File: config.mk
export PLATFORM = sky130hd
export DESIGN_NAME = mem_port_arbiter_flat
export DESIGN_NICKNAME = d
export VERILOG_FILES = /design/src/rtl/mem_port_arbiter_pkg.sv /design/src/rtl/mem_port_arbiter_if.sv /design/src/rtl/mem_port_arbiter_starve_guard.sv /design/src/rtl/mem_port_arbiter.sv /design/src/flat_wrapper.sv
export SDC_FILE = /design/constraint.sdc
export NUM_CORES = 1
export LEC_CHECK = 0
export CAP_MARGIN = 20
export CORE_UTILIZATION = 42
export CTS_BUF_LIST = sky130_fd_sc_hd__clkbuf_4
export DETAILED_ROUTE_END_ITERATION = 7
export PLACE_DENSITY = 0.83
export SLEW_MARGIN = 20
export SYNTH_ARGS = -nofsm -noshare
export SYNTH_HDL_FRONTEND = slang
export SYNTH_HIERARCHICAL = 1
export SYNTH_SLANG_ARGS = --single-unit
File: constraint.sdc
create_clock -name clk -period 5.75 [get_ports clk]
set_clock_uncertainty 0.1 [all_clocks]
set_input_delay 1.15 -clock clk [delete_from_list [all_inputs] [get_ports clk]]
set_output_delay 1.15 -clock clk [all_outputs]
set_load 0.02 [all_outputs]
File: src/rtl/mem_port_arbiter_pkg.sv
// Shared constants for the memory port arbiter: default widths, state
// encoding, owner codes and an arbitration-point helper.
package mem_port_arbiter_pkg;

   localparam int ARB_ADDR_WIDTH = 32;
   localparam int ARB_DATA_WIDTH = 32;

   localparam logic [1:0] ARB_IDLE  = 2'd0;
   localparam logic [1:0] ARB_ISSUE = 2'd1;
   localparam logic [1:0] ARB_WAIT  = 2'd2;
   localparam logic [1:0] ARB_RESP  = 2'd3;

   localparam logic OWN_F = 1'b0;
   localparam logic OWN_L = 1'b1;

   // IDLE and RESP both pick the next owner, so back-to-back accesses need no idle gap.
   function automatic logic is_arb_point(input logic [1:0] state);
      return (state == ARB_IDLE) || (state == ARB_RESP);
   endfunction

endpackage

File: src/rtl/mem_port_arbiter_if.sv
// Bundle of requester (F, L) and memory-side signals around the arbiter.
// slave = arbiter side, master = requesters plus memory.
interface mem_port_arbiter_if #(
   parameter int ADDR_WIDTH = 32,
   parameter int DATA_WIDTH = 32
);
   logic                  f_req_valid;
   logic [ADDR_WIDTH-1:0] f_addr;
   logic                  f_grant;
   logic [DATA_WIDTH-1:0] f_rdata;
   logic                  f_data_valid;
   logic                  flush;
   logic                  l_req_valid;
   logic                  l_we;
   logic [ADDR_WIDTH-1:0] l_addr;
   logic [DATA_WIDTH-1:0] l_wdata;
   logic                  l_grant;
   logic [DATA_WIDTH-1:0] l_rdata;
   logic                  l_data_valid;
   logic                  mem_stall;
   logic                  mem_en;
   logic                  mem_we;
   logic [ADDR_WIDTH-1:0] mem_addr;
   logic [DATA_WIDTH-1:0] mem_wdata;
   logic [DATA_WIDTH-1:0] mem_rdata;
   logic                  mem_ack;

   // Handshake: a requester holds req_valid and its address stable until it sees
   // its grant for one cycle; dropping req_valid before that withdraws the request.
   modport slave (
      input  f_req_valid, f_addr, flush, l_req_valid, l_we, l_addr, l_wdata,
             mem_rdata, mem_ack,
      output f_grant, f_rdata, f_data_valid, l_grant, l_rdata, l_data_valid,
             mem_stall, mem_en, mem_we, mem_addr, mem_wdata
   );

   modport master (
      output f_req_valid, f_addr, flush, l_req_valid, l_we, l_addr, l_wdata,
             mem_rdata, mem_ack,
      input  f_grant, f_rdata, f_data_valid, l_grant, l_rdata, l_data_valid,
             mem_stall, mem_en, mem_we, mem_addr, mem_wdata
   );

endinterface

File: src/rtl/mem_port_arbiter_starve_guard.sv
// Winner select with L priority, except that F is forced in after
// STARVE_LIMIT consecutive L wins taken while F was waiting.
module arb_starve_guard
   import mem_port_arbiter_pkg::*;
#(
   parameter int STARVE_LIMIT = 4
) (
   input  logic                               clk,
   input  logic                               reset,
   input  logic                               i_arb,
   input  logic                               i_f_req,
   input  logic                               i_l_req,
   output logic                               o_win_any,
   output logic                               o_win_l,
   output logic [$clog2(STARVE_LIMIT+1)-1:0]  o_count
);
   localparam int CW = $clog2(STARVE_LIMIT + 1);

   logic [CW-1:0] r_count;
   logic          w_force_f;

   assign w_force_f = i_f_req && (r_count == CW'(STARVE_LIMIT));
   assign o_win_any = i_arb & (i_f_req | i_l_req);
   assign o_win_l   = i_l_req & ~w_force_f;
   assign o_count   = r_count;

   // Any F win, or an arbitration with F absent, ends the starvation run.
   always_ff @(posedge clk or posedge reset) begin
      if (reset) begin
         r_count <= '0;
      end else if (i_arb) begin
         if (!i_f_req || !o_win_l) begin
            r_count <= '0;
         end else if (r_count != CW'(STARVE_LIMIT)) begin
            r_count <= r_count + 1'b1;
         end
      end
   end

endmodule

File: src/rtl/mem_port_arbiter.sv
// Arbiter/sequencer for the shared memory port: L has priority over fetch.
// Define ARB_STARVE_GUARD_EN to bound how long fetch can be starved.
module mem_port_arbiter
   import mem_port_arbiter_pkg::*;
#(
   parameter int ADDR_WIDTH   = ARB_ADDR_WIDTH,
   parameter int DATA_WIDTH   = ARB_DATA_WIDTH,
   parameter int STARVE_LIMIT = 4
) (
   input  logic                              clk,
   input  logic                              reset,
   mem_port_arbiter_if.slave                 io_arb,
   output logic [1:0]                        o_dbg_state,
   output logic [$clog2(STARVE_LIMIT+1)-1:0] o_dbg_starve_cnt
);
   logic [1:0]            r_state;
   logic                  r_owner;
   logic                  r_killed;
   logic [ADDR_WIDTH-1:0] r_addr;
   logic                  r_we;
   logic [DATA_WIDTH-1:0] r_wdata;
   logic                  r_f_grant, r_l_grant, r_mem_en;
   logic                  r_f_data_valid, r_l_data_valid;
   logic [DATA_WIDTH-1:0] r_f_rdata, r_l_rdata;

   logic w_f_req, w_l_req, w_arb, w_win_any, w_win_l;

   assign w_f_req = io_arb.f_req_valid & ~io_arb.flush;
   assign w_l_req = io_arb.l_req_valid;
   assign w_arb   = is_arb_point(r_state);

`ifdef ARB_STARVE_GUARD_EN
   arb_starve_guard #(.STARVE_LIMIT(STARVE_LIMIT)) u_starve_guard (
      .clk       (clk),
      .reset     (reset),
      .i_arb     (w_arb),
      .i_f_req   (w_f_req),
      .i_l_req   (w_l_req),
      .o_win_any (w_win_any),
      .o_win_l   (w_win_l),
      .o_count   (o_dbg_starve_cnt)
   );
`else
   assign w_win_any        = w_arb & (w_f_req | w_l_req);
   assign w_win_l          = w_l_req;
   assign o_dbg_starve_cnt = '0;
`endif

   always_ff @(posedge clk or posedge reset) begin
      if (reset) begin
         r_state        <= ARB_IDLE;
         r_owner        <= OWN_F;
         r_killed       <= 1'b0;
         r_addr         <= '0;
         r_we           <= 1'b0;
         r_wdata        <= '0;
         r_f_grant      <= 1'b0;
         r_l_grant      <= 1'b0;
         r_mem_en       <= 1'b0;
         r_f_data_valid <= 1'b0;
         r_l_data_valid <= 1'b0;
         r_f_rdata      <= '0;
         r_l_rdata      <= '0;
      end else begin
         r_f_grant      <= 1'b0;
         r_l_grant      <= 1'b0;
         r_mem_en       <= 1'b0;
         r_f_data_valid <= 1'b0;
         r_l_data_valid <= 1'b0;
         case (r_state)
            ARB_IDLE, ARB_RESP: begin
               if (w_win_any) begin
                  r_owner   <= w_win_l ? OWN_L : OWN_F;
                  r_addr    <= w_win_l ? io_arb.l_addr : io_arb.f_addr;
                  r_we      <= w_win_l & io_arb.l_we;
                  r_wdata   <= w_win_l ? io_arb.l_wdata : '0;
                  r_killed  <= 1'b0;
                  r_f_grant <= ~w_win_l;
                  r_l_grant <= w_win_l;
                  r_mem_en  <= 1'b1;
                  r_state   <= ARB_ISSUE;
               end else begin
                  r_state <= ARB_IDLE;
               end
            end
            ARB_ISSUE: begin
               if (r_owner == OWN_F && io_arb.flush) r_killed <= 1'b1;
               r_state <= ARB_WAIT;
            end
            ARB_WAIT: begin
               if (r_owner == OWN_F && io_arb.flush) r_killed <= 1'b1;
               // A flush in the ack cycle itself still kills the fetch.
               if (io_arb.mem_ack) begin
                  if (r_owner == OWN_L) begin
                     r_l_rdata      <= io_arb.mem_rdata;
                     r_l_data_valid <= 1'b1;
                  end else begin
                     r_f_rdata      <= io_arb.mem_rdata;
                     r_f_data_valid <= ~(r_killed | io_arb.flush);
                  end
                  r_state <= ARB_RESP;
               end
            end
            default: r_state <= ARB_IDLE;
         endcase
      end
   end

   assign io_arb.f_grant      = r_f_grant;
   assign io_arb.l_grant      = r_l_grant;
   assign io_arb.f_data_valid = r_f_data_valid;
   assign io_arb.l_data_valid = r_l_data_valid;
   assign io_arb.f_rdata      = r_f_rdata;
   assign io_arb.l_rdata      = r_l_rdata;
   assign io_arb.mem_en       = r_mem_en;
   assign io_arb.mem_we       = r_we;
   assign io_arb.mem_addr     = r_addr;
   assign io_arb.mem_wdata    = r_wdata;
   assign io_arb.mem_stall    = ~reset & (w_l_req | (r_owner == OWN_L && r_state != ARB_IDLE));
   assign o_dbg_state         = r_state;

endmodule

File: src/flat_wrapper.sv
// flat-port wrapper written by rule: the top's interface ports become plain ports
module mem_port_arbiter_flat import mem_port_arbiter_pkg::*;
#(
   parameter int ADDR_WIDTH   = ARB_ADDR_WIDTH,
   parameter int DATA_WIDTH   = ARB_DATA_WIDTH,
   parameter int STARVE_LIMIT = 4
)
  (clk, reset, o_dbg_state, o_dbg_starve_cnt, io_arb_f_req_valid, io_arb_f_addr, io_arb_flush, io_arb_l_req_valid, io_arb_l_we, io_arb_l_addr, io_arb_l_wdata, io_arb_mem_rdata, io_arb_mem_ack, io_arb_f_grant, io_arb_f_rdata, io_arb_f_data_valid, io_arb_l_grant, io_arb_l_rdata, io_arb_l_data_valid, io_arb_mem_stall, io_arb_mem_en, io_arb_mem_we, io_arb_mem_addr, io_arb_mem_wdata);
  mem_port_arbiter_if #(.ADDR_WIDTH(ADDR_WIDTH), .DATA_WIDTH(DATA_WIDTH)) io_arb_i ();
  input  logic clk;
  input  logic reset;
  output logic [1:0] o_dbg_state;
  output logic [$clog2(STARVE_LIMIT+1)-1:0] o_dbg_starve_cnt;
  input wire logic [$bits(io_arb_i.f_req_valid)-1:0] io_arb_f_req_valid;
  input wire logic [$bits(io_arb_i.f_addr)-1:0] io_arb_f_addr;
  input wire logic [$bits(io_arb_i.flush)-1:0] io_arb_flush;
  input wire logic [$bits(io_arb_i.l_req_valid)-1:0] io_arb_l_req_valid;
  input wire logic [$bits(io_arb_i.l_we)-1:0] io_arb_l_we;
  input wire logic [$bits(io_arb_i.l_addr)-1:0] io_arb_l_addr;
  input wire logic [$bits(io_arb_i.l_wdata)-1:0] io_arb_l_wdata;
  input wire logic [$bits(io_arb_i.mem_rdata)-1:0] io_arb_mem_rdata;
  input wire logic [$bits(io_arb_i.mem_ack)-1:0] io_arb_mem_ack;
  output wire logic [$bits(io_arb_i.f_grant)-1:0] io_arb_f_grant;
  output wire logic [$bits(io_arb_i.f_rdata)-1:0] io_arb_f_rdata;
  output wire logic [$bits(io_arb_i.f_data_valid)-1:0] io_arb_f_data_valid;
  output wire logic [$bits(io_arb_i.l_grant)-1:0] io_arb_l_grant;
  output wire logic [$bits(io_arb_i.l_rdata)-1:0] io_arb_l_rdata;
  output wire logic [$bits(io_arb_i.l_data_valid)-1:0] io_arb_l_data_valid;
  output wire logic [$bits(io_arb_i.mem_stall)-1:0] io_arb_mem_stall;
  output wire logic [$bits(io_arb_i.mem_en)-1:0] io_arb_mem_en;
  output wire logic [$bits(io_arb_i.mem_we)-1:0] io_arb_mem_we;
  output wire logic [$bits(io_arb_i.mem_addr)-1:0] io_arb_mem_addr;
  output wire logic [$bits(io_arb_i.mem_wdata)-1:0] io_arb_mem_wdata;
  assign io_arb_i.f_req_valid = io_arb_f_req_valid;
  assign io_arb_i.f_addr = io_arb_f_addr;
  assign io_arb_i.flush = io_arb_flush;
  assign io_arb_i.l_req_valid = io_arb_l_req_valid;
  assign io_arb_i.l_we = io_arb_l_we;
  assign io_arb_i.l_addr = io_arb_l_addr;
  assign io_arb_i.l_wdata = io_arb_l_wdata;
  assign io_arb_i.mem_rdata = io_arb_mem_rdata;
  assign io_arb_i.mem_ack = io_arb_mem_ack;
  assign io_arb_f_grant = io_arb_i.f_grant;
  assign io_arb_f_rdata = io_arb_i.f_rdata;
  assign io_arb_f_data_valid = io_arb_i.f_data_valid;
  assign io_arb_l_grant = io_arb_i.l_grant;
  assign io_arb_l_rdata = io_arb_i.l_rdata;
  assign io_arb_l_data_valid = io_arb_i.l_data_valid;
  assign io_arb_mem_stall = io_arb_i.mem_stall;
  assign io_arb_mem_en = io_arb_i.mem_en;
  assign io_arb_mem_we = io_arb_i.mem_we;
  assign io_arb_mem_addr = io_arb_i.mem_addr;
  assign io_arb_mem_wdata = io_arb_i.mem_wdata;
  mem_port_arbiter #(.ADDR_WIDTH(ADDR_WIDTH), .DATA_WIDTH(DATA_WIDTH), .STARVE_LIMIT(STARVE_LIMIT)) u_core (.clk(clk), .reset(reset), .io_arb(io_arb_i), .o_dbg_state(o_dbg_state), .o_dbg_starve_cnt(o_dbg_starve_cnt));
endmodule
Yosys cells after proc, flatten, opt, wreduce, memory -nomap -nowiden
Index checks and enable logic that the tools add are counted.

word-level totals
  word-level logic and storage cells = 63
  bits in registers = 138
  output and inout bits = 140

cells by class
  mux-type cells = 21
  equal/unequal tests = 6
  reduce and logical (&&, ||, !) cells = 11
  bitwise gates (word level) = 12

operators by type and width
  operator              number
  $mux W32              2
  $mux W1               16
  $pmux W2 S3           1
  $reduce_and A3 Y1     2
  $not A1 Y1            5
  $and A1 B1 Y1         4
  $eq A2 B2 Y1 const B  2
  $ne A2 B1 Y1 const B  2
  $reduce_and A2 Y1     2
  $reduce_or A2 Y1      2
  $or A1 B1 Y1          3
  $eq A2 B1 Y1 const B  1
  $logic_and A1 B1 Y1   2
  $logic_not A2 Y1      1
  $mux W2               1
  $ne A2 B2 Y1 const B  1
  $pmux W1 S2           1
  $reduce_bool A2 Y1    1
  $logic_or A1 B1 Y1    1

Depth between registers and ports, before layout
  depth in word-level cells = 6
  gate-level depth with buffers = 7
  gate-level depth less buffers = 5

Worst setup path before layout
No wires, ideal clock.

  path type = in2out
  from = input io_arb_l_req_valid
  to = output io_arb_mem_stall
  path buffers = 1
  required time = 4.500 ns
  setup slack = 2.721 ns
  arrival time = 1.779 ns
  stages = 3
  cell sequence = inv_1 clkbuf_1 a21oi_1

on the way
  longest elaborated chain between the ends = 2

RTL lines
  element             RTL line                 RTL
  start: declaration  flat_wrapper.sv:17       input wire logic [$bits(io_arb_i.l_req_valid)-1:0] io_arb_l_req_valid;
  $or A1 B1 Y1        mem_port_arbiter.sv:119  assign io_arb.mem_stall = ~reset & (w_l_req | (r_owner == OWN_L && r_state != ARB_IDLE));
  $and A1 B1 Y1       mem_port_arbiter.sv:119
  end: declaration    flat_wrapper.sv:29       output wire logic [$bits(io_arb_i.mem_stall)-1:0] io_arb_mem_stall;

Every way passes these cells.

Final worst setup path
Same ends and word-level chain as after synthesis.

==> flow_summary.json <==
{
  "critPathCaptureType": "primary output",
  "async_flop_share_pct": 100,
  "critPathMostFrequentCell": "clkdlybuf4s50_1",
  "hold_buffers": 0,
  "viasPerCell": 5.21,
  "synth_area_per_cell_sq_um": 14.0,
  "fp.coreArea_sq_um": 12800,
  "register_area_sq_um": 3450,
  "grt_max_degree": 102,
  "hp-class": "reg -> reg",
  "rsz0062_at_grt": "false",
  "cpPeakStageDelay_ns": 0.61,
  "htreeDepth": 4,
  "ir_worst_vdd_mv": 0.351,
  "syn_to_final_growth_pct": 54.7,
  "synth_ff_type": "dfrtp_1",
  "syn-cell-area_sq_um": 5570,
  "boundaryPins": 275,
  "fin_crit_sh_pct": 67.1,
  "setup_viol": 0,
  "reg2reg_to": "u_core/io_arb.mem_wdata[22]",
  "min_path_cells": 1,
  "cts_buffer_depth": 2,
  "drt_iter0_markers": 168,
  "hp-start": "u_core/r_killed",
  "worstPathCellList": "clkdlybuf4s50_1 -> inv_1 -> a21oi_1 -> clkdlybuf4s50_1",
  "numCtsBuffers": 17,
  "crit_type": "in -> out",
  "rows": 41,
  "antenna_left": 0,
  "yosysUniqueCellTypes": 27,
  "cp_slowest_cell": "clkdlybuf4s50_1",
  "wl_mm": 15.7,
  "fin_area_sq_um": 8620,
  "final_core_util_pct": 67.5,
  "hpwlAfterDp_mm": 11.2,
  "max_slew_margin_pct": 28.2,
  "leakage_nw": 3.59,
  "antenna_found_initial": 0,
  "fin_nets": 799,
  "overflow": 0,
  "grt_pass1_vias": 4698,
  "cts_setup_buffers": 0,
  "layout_min_cycle_time_ns": 3.86,
  "drive_gt1_share_pct": 19.6,
  "drv_cap": 0,
  "syn_inst": 397,
  "worst_pin_slew_ns": 1.08,
  "totalPowerFinal_mw": 5.17,
  "grtUsageTotal_pct": 22.9,
  "fillCellCount": 909,
  "cts_tree": "built",
  "clkSinkCount": 138,
  "grt_pass1_wl_mm": 23.2,
  "vias": 4415,
  "cts_resized": 0,
  "startpoint_type": "input pin",
  "drv_slew": 0,
  "drc": 0,
  "r2r_setup_slack_ns": 2.85,
  "cp_max_fo": 4,
  "die_h_microns": 117,
  "synth_edf_count": 0,
  "ys_seq_elements": 138,
  "multi_input_area_sq_um": 1910,
  "die_w_microns": 117,
  "port_buffers": 271,
  "cp.required_ns": 4.50,
  "cts_root_buf": "clkbuf_4",
  "yosys_warnings": 6,
  "wl_per_cell_microns": 18.5,
  "gp_congestion": 0.744,
  "fmax_ghz": 0.259,
  "min_to": "u_core/io_arb.f_data_valid",
  "hold_viol_final": 0,
  "critPathArrivalTime_ns": 2.61,
  "clk_pin_slew_worst_paths_ns": 0.11,
  "clk_latency_ns": 0.53,
  "firstDrtPassIters": 7,
  "die_area_sq_um": 13700,
  "r2r_start": "u_core/o_dbg_state[0]",
  "power_density_nw_per_um2": 600,
  "placed_area_sq_um": 8380,
  "synth-seq-area-share_pct": 62.0,
  "finalSetupTns_ns": 0,
  "status": "completed",
  "antenna_cells": 0,
  "r2r_cells": 5,
  "start_util_pct": 43.6
}
layout make-up:
| class | instances | area share, % |
|---|---|---|
| clock inverters | 9 | 0.871 |
| repair buffers | 277 | 32.0 |
| inverters | 9 | 0.450 |
| multi-input cells | 219 | 22.2 |
| clock buffers | 23 | 2.00 |
| flip-flops and latches | 138 | 40.0 |
| well taps | 172 | 2.50 |
cell usage in the layout (no fill, tap or decap):
cell	instances
conb_1	3
inv_1	6
nand3b_1	1
nor2_1	3
bufinv_16	1
or3b_2	1
inv_2	1
o21a_1	1
dfrtp_1	138
mux2_2	64
a21oi_1	34
nand2_1	4
o21ai_4	1
o22ai_1	36
clkinvlp_4	2
clkinv_1	4
ha_1	2
buf_4	6
inv_6	1
nand2b_1	3
o22ai_2	28
o21ai_0	2
clkdlybuf4s50_1	271
a22o_1	33
clkbuf_4	23
clkinv_4	1
nor2b_4	1
nor3_1	1
clkinv_2	2
nand3_1	1
synthesized netlist by cell type (all sizes together), types with 2 or more instances:
library cell,count,area share [%]
a21oi,34,3.1
nor2,3,0.20
nand2,4,0.27
inv,8,0.54
dfrtp,138,62
ha,2,0.45
a22o,33,5.2
o21ai,3,0.47
clkbuf,5,0.34
mux2,64,13
o22ai,64,10
buf,28,3.1
nand2b,3,0.34
critical path, delay by kind of cell:
family / cells / cell delay, ns
buffers and inverters: 3 / 1.31
AO/OA/AOI/OAI: 1 / 0.14
cells by family after synthesis:
logic type,count (synthesis),share of synthesized area [%]
compound gates,135,19.2
flops,138,62.0
fa+ha+maj,2,0.449
other cells,1,0.0673
simple gates,15,1.39
mux,64,12.9
buf+inv,42,4.02
flip-flops by register name, summed over array words and instances, names as in the netlist:
| signal | cells |
|---|---|
| u_core/io_arb.f_rdata | 32 |
| u_core/o_dbg_state | 2 |
| u_core/r_killed | 1 |
| u_core/io_arb.mem_wdata | 32 |
| u_core/io_arb.mem_we | 1 |
| u_core/io_arb.l_data_valid | 1 |
| u_core/io_arb.mem_addr | 32 |
| u_core/io_arb.mem_en | 1 |
| u_core/io_arb.l_grant | 1 |
| u_core/io_arb.l_rdata | 32 |
| u_core/io_arb.f_grant | 1 |
| u_core/r_owner | 1 |
| u_core/io_arb.f_data_valid | 1 |
power breakdown:
group	internal, mW	total [mW]	switching [mW]
clock network	0.238	0.570	0.331
logic	1.44	2.85	1.41
registers	1.45	1.75	0.301
through the flow:
step / hold WS, ns / instances / setup WS [ns]
2_1_floorplan: 0.309 / 399 / 0.804
3_3_place_gp: 0.327 / 815 / 1.94
3_5_place_dp: 0.330 / 815 / 1.90
4_1_cts: 0.346 / 847 / 1.89
5_1_grt: 0.380 / 847 / 1.80
6_report: 0.344 / 847 / 1.89
metal layers:
| metal | up-vias | global-route usage (%) | wire length (microns) |
|---|---|---|---|
| li1 | 2011 | - | - |
| met1 | 2165 | 25.3 | 6040 |
| met3 | 37 | 7.67 | 1250 |
| met2 | 202 | 38.5 | 7890 |
| met4 | 0 | 13.3 | 495 |
| met5 | - | 0 | 0 |
how the worst max path moves through the flow:
stage                                      end  cells after the start          startpoint
global placement              io_arb_mem_stall                      4  io_arb_l_req_valid
finish                        io_arb_mem_stall                      4  io_arb_l_req_valid
detailed placement            io_arb_mem_stall                      4  io_arb_l_req_valid
global route                  io_arb_mem_stall                      4  io_arb_l_req_valid
CTS                           io_arb_mem_stall                      4  io_arb_l_req_valid
floorplan           u_core/io_arb.f_data_valid                      1               reset
No activity file was read; power rests on OpenSTA's default activity.
